--- src/rtl/pc_branch_ctrl.sv ---
// Program counter register with unconditional loads, a one-cycle conditional
// branch evaluation state, exception entry and saturating branch statistics.
module pc_branch_ctrl #(
    parameter logic [31:0] RESET_PC   = 32'h0000_0000,
    parameter logic [31:0] EXC_VECTOR = 32'h0000_00FF,
    parameter int          CNT_W      = 16
) (
    input  logic             clk,
    input  logic             reset,
    input  logic             pc_write,
    input  logic             pc_write_cond,
    input  logic             cond_in,
    input  logic [1:0]       pc_source,
    input  logic [31:0]      alu_result,
    input  logic [31:0]      alu_out,
    input  logic [25:0]      jump_imm,
    input  logic             exc_req,
    output logic [31:0]      pc,
    output logic [31:0]      epc,
    output logic             busy,
    output logic             branch_taken,
    output logic [CNT_W-1:0] taken_cnt,
    output logic [CNT_W-1:0] not_taken_cnt
);
    typedef enum logic {IDLE, EVAL} state_t;

    localparam logic [CNT_W-1:0] CNT_MAX = '1;

    state_t      state;
    logic [31:0] target_q;
    logic [31:0] src_val;

    always_comb begin
        src_val = alu_result;
        case (pc_source)
            2'b00: src_val = alu_result;
            2'b01: src_val = alu_out;
            2'b10: src_val = {pc[31:28], jump_imm, 2'b00};
            2'b11: src_val = epc;
            default: src_val = alu_result;
        endcase
    end

    assign busy = (state == EVAL);

    always_ff @(posedge clk) begin
        if (reset) begin
            state         <= IDLE;
            pc            <= RESET_PC;
            epc           <= '0;
            target_q      <= '0;
            branch_taken  <= 1'b0;
            taken_cnt     <= '0;
            not_taken_cnt <= '0;
        end else begin
            branch_taken <= 1'b0;
            case (state)
                IDLE: begin
                    if (exc_req) begin
                        epc <= pc;
                        pc  <= EXC_VECTOR;
                    end else if (pc_write) begin
                        pc <= src_val;
                    end else if (pc_write_cond) begin
                        target_q <= src_val;
                        state    <= EVAL;
                    end
                end
                EVAL: begin
                    // cond_in has had a full cycle to settle; pc_write* are dropped here
                    state <= IDLE;
                    if (exc_req) begin
                        epc <= pc;
                        pc  <= EXC_VECTOR;
                    end else if (cond_in) begin
                        pc           <= target_q;
                        branch_taken <= 1'b1;
                        if (taken_cnt != CNT_MAX)
                            taken_cnt <= taken_cnt + 1'b1;
                    end else begin
                        if (not_taken_cnt != CNT_MAX)
                            not_taken_cnt <= not_taken_cnt + 1'b1;
                    end
                end
                default: state <= IDLE;
            endcase
        end
    end
endmodule

--- config.mk ---
export PLATFORM = sky130hd
export DESIGN_NAME = pc_branch_ctrl
export DESIGN_NICKNAME = d
export VERILOG_FILES = /design/src/rtl/pc_branch_ctrl.sv
export SDC_FILE = /design/constraint.sdc
export NUM_CORES = 1
export LEC_CHECK = 0
export BUFFER_PORTS_ARGS = -buffer_cell sky130_fd_sc_hd__buf_2
export CAP_MARGIN = 40
export CELL_PAD_IN_SITES_DETAIL_PLACEMENT = 2
export CELL_PAD_IN_SITES_GLOBAL_PLACEMENT = 2
export CORE_UTILIZATION = 27
export DETAILED_ROUTE_END_ITERATION = 10
export PLACE_DENSITY_LB_ADDON = 0.1
export SKIP_CTS_REPAIR_TIMING = 1
export SLEW_MARGIN = 20
export SYNTH_ARGS = -nofsm -noshare
export SYNTH_HDL_FRONTEND = slang
export SYNTH_SLANG_ARGS = --single-unit
--- constraint.sdc ---
create_clock -name clk -period 2 [get_ports clk]
set_input_delay 0.4 -clock clk [delete_from_list [all_inputs] [get_ports clk]]
set_output_delay 0.4 -clock clk [all_outputs]
set_load 0.02 [all_outputs]
==> results.sh <==
export IMPL_status="finished, violations left"
export IMPL_violations="design-rule violations"
export IMPL_clock_sinks=130
export IMPL_antenna_found_initial=0
export IMPL_first_pass_iters=7
export IMPL_drive_above_1_share_pct=35.5
export IMPL_startpoint="taken_cnt[0]$_SDFFE_PP0P_"
export IMPL_p_sw_share_pct=25.1
export IMPL_start_util_pct=27.9
export IMPL_post_drt_wl_per_cell_um=19.1
export IMPL_routed_via_density=5.16
export IMPL_placed_cells_incl_taps=1108
export IMPL_netlist_top_cell_by_area="dfxtp_1"
export IMPL_grt_pass1_vias=6516
export IMPL_die_area_um2=23300
export IMPL_drt_total_wl_um=21700
export IMPL_finalSetupViolations=0
export IMPL_grt_start_max_net_pins=36
export IMPL_cp_data_arrival_time_ns=2.18
export IMPL_clkLatencyLatePin_ns=0.42
export IMPL_max_freq_ghz=0.533
export IMPL_die_width_um=153
export IMPL_cp_slowest_stage_delay_ns=0.40
export IMPL_synth_top_area_share_pct=42.4
export IMPL_place_congestion=0.779
export IMPL_grt_pass1_wl_um=34800
export IMPL_crit_required_ns=2.30
export IMPL_yosysSeqAreaShare_pct=42.4
export IMPL_cp_max_fo=13
export IMPL_synth_edf_count=0
export IMPL_rr_endpoint="taken_cnt[6]$_SDFFE_PP0P_"
export IMPL_postLayoutCoreUtil_pct=37.4
export IMPL_critical_path_depth=6
export IMPL_hold_viol=0
export IMPL_ys_ff_latch=130
export IMPL_cts_buffers=17
export IMPL_ff2ff_setup_slack_ns=0.12
export IMPL_power_frac_comb_pct=11.2
export IMPL_synthArstFlopShare_pct=0
export IMPL_maxCapViolations=0
export IMPL_cellLeakagePower_nw=3.41
export IMPL_switchingPower_mw=1.70
export IMPL_yosysWarnings=0
export IMPL_period_share_pct=93.8
export IMPL_whs_ns=0.325
export IMPL_synth_ff_type="dfxtp_1"
export IMPL_drc=6
export IMPL_die_y_um=153
export IMPL_nNetsFinal=947
export IMPL_slew_headroom_pct=60.9
export IMPL_worstSetupEndpoint="taken_cnt[6]$_SDFFE_PP0P_"
export IMPL_slew_violations=0
export IMPL_synth_area_leaders="dfxtp_1, mux4_2, mux2i_1, nor2_1, nand2_1"
export IMPL_cts_root_buf="clkbuf_16"
export IMPL_path_clk_slew_ns=0.06
export IMPL_io_buffers=195
export IMPL_boundaryPins=196
export IMPL_pwr_share_seq_pct=40.3
export IMPL_syn_area_per_cell_um2=9.49
export IMPL_post_route_cell_area_um2=8230
export IMPL_grt_use_total_pct=19.0
export IMPL_fin_setup_tns_ns=0
export IMPL_drt_iter0_drc=203
export IMPL_rows=54
export IMPL_crit_type="reg -> reg"
export IMPL_synth_cell_types=44
export IMPL_crit_family="simple AND/OR/NAND/NOR gates"
export IMPL_vias=5880
export IMPL_ant_nets=0
export IMPL_clock_skew_ns=0.0119
export IMPL_synth_area_um2=6140
export IMPL_min_period_ns=1.88
export IMPL_cp_start_kind="flop"
export IMPL_rsz0062_at_grt="false"
export IMPL_worstRegToRegCells=6
export IMPL_place_area_um2=7620
export IMPL_n_antenna_cell=0
export IMPL_cell_internal_pwr_mw=5.08
export IMPL_p_per_area_nw_per_um2=823
export IMPL_core_area_um2=22000
export IMPL_area_growth_pct=34.2
export IMPL_ir_worst_vdd_uv=496
export IMPL_tightest_slew_ns=0.586
export IMPL_cpMaxStageDelayCell="dfxtp_1"
export IMPL_min_path_type="in -> reg"
export IMPL_reg2reg_from="taken_cnt[0]$_SDFFE_PP0P_"
export IMPL_crit_buf_inv=1
export IMPL_fin_ws_ns=0.123
export IMPL_cts_max_level=4
export IMPL_cts_tree="yes"
export IMPL_stdcell_count=1139
export IMPL_path_cells="ha_1 -> nand3_1 -> nor4_2 -> buf_4 -> nor4_1 -> mux2_2"
export IMPL_clockPowerShare_pct=48.5
export IMPL_worstSetupEndpointType="flop"
export IMPL_clockBufferDepth=2
export IMPL_synth_fp_nets=747
export IMPL_total_power_mw=6.78
export IMPL_netlist_instances=647
export IMPL_pre_cts_slack_ns=-0.0224
export IMPL_gr_total_overflow=0
export IMPL_dp_hpwl_um=15600
## layer usage
| metal | global-route usage, % | up-vias | wire (µm) |
|---|---|---|---|
| li1 | - | 2776 | - |
| met1 | 21.7 | 2961 | 9330 |
| met2 | 35.4 | 122 | 11600 |
| met3 | 3.61 | 21 | 622 |
| met4 | 6.01 | 0 | 226 |
| met5 | 0 | - | 0 |
## state kept, by name, summed over array words and instances, names as in the netlist
| name | count |
|---|---|
| epc | 32 |
| pc | 32 |
| target_q | 32 |
| not_taken_cnt | 16 |
| taken_cnt | 16 |
| branch_taken | 1 |
| busy | 1 |
## power by group through the flow
stage	Sequential [mW]	Combinational, mW	Clock (mW)
5_1_grt	2.74	0.830	3.50
2_1_floorplan	2.84	0.391	0
3_5_place_dp	2.79	0.776	0
4_1_cts	2.73	0.779	3.37
6_report	2.73	0.760	3.29
3_3_place_gp	2.79	0.736	0
## cells in the final DEF (no fill, tap or decap), types with 4 or more instances in the layout
cell / netlist / layout
or4_1: 10 / 10
buf_4: 0 / 32
a211oi_1: 33 / 33
nand4_1: 9 / 9
o31ai_1: 13 / 13
mux2i_1: 67 / 67
o21ai_0: 8 / 8
buf_12: 0 / 4
nand2_1: 76 / 76
nand3_1: 17 / 17
mux2_2: 4 / 4
nor3_1: 4 / 4
a21oi_1: 53 / 53
dfxtp_1: 130 / 129
and4_1: 4 / 4
nor2_1: 79 / 79
buf_2: 9 / 194
clkbuf_16: 0 / 17
mux4_2: 30 / 30
nor4_1: 10 / 8
bufinv_16: 0 / 4
or3_1: 7 / 7
clkinv_2: 0 / 4
nor2b_1: 4 / 4
inv_1: 5 / 5
## worst min path at each step
| stage | depth (start not counted) | startpoint | slack (ns) | to |
|---|---|---|---|---|
| floorplan | 2 | target_q[10]$_SDFFE_PP0P_ | 0.44 | target_q[10]$_SDFFE_PP0P_ |
| global placement | 2 | target_q[14]$_SDFFE_PP0P_ | 0.44 | target_q[14]$_SDFFE_PP0P_ |
| detailed placement | 2 | target_q[22]$_SDFFE_PP0P_ | 0.45 | target_q[22]$_SDFFE_PP0P_ |
| CTS | 3 | reset | 0.31 | taken_cnt[13]$_SDFFE_PP0P_ |
| global route | 3 | reset | 0.31 | taken_cnt[13]$_SDFFE_PP0P_ |
| finish | 3 | reset | 0.33 | taken_cnt[13]$_SDFFE_PP0P_ |
## cells in the mapped netlist, types with 5 or more instances
| master | count |
|---|---|
| o21ai_0 | 8 |
| mux2i_1 | 67 |
| nor2_1 | 79 |
| or3_1 | 7 |
| or4_1 | 10 |
| buf_2 | 9 |
| nand3_1 | 17 |
| nor4_1 | 10 |
| dfxtp_1 | 130 |
| a211oi_1 | 33 |
| o31ai_1 | 13 |
| a21oi_1 | 53 |
| inv_1 | 5 |
| clkbuf_1 | 36 |
| nand4_1 | 9 |
| mux4_2 | 30 |
| nand2_1 | 76 |
## logic make-up (layout without fill, tap and decap cells)
group           count (synthesis)  after routing  share of synthesized area, %
simple gates                  236            236                          18.1
fa+ha+maj                       2              2                         0.408
mux                           101            101                          22.7
compound gates                123            123                          12.8
buf+inv                        55            267                          3.67
flops                         130            130                          42.4
## worst register-to-register path, stage by stage, from the launching register on
cell	delay (ns)
dfxtp_1	0.40
ha_1	0.19
nand3_1	0.19
nor4_2	0.38
buf_4	0.25
nor4_1	0.08
mux2_2	0.28
## final cells by class
class / instances / area (µm²)
Fill cell: 2415 / 13800
Multi-Input combinational cell: 462 / 3330
Sequential cell: 130 / 2600
Timing Repair Buffer: 231 / 1320
Clock buffer: 17 / 425
Tap cell: 280 / 350
Clock inverter: 14 / 189
Inverter: 5 / 18.8
Power figures use the tool's default switching activity.
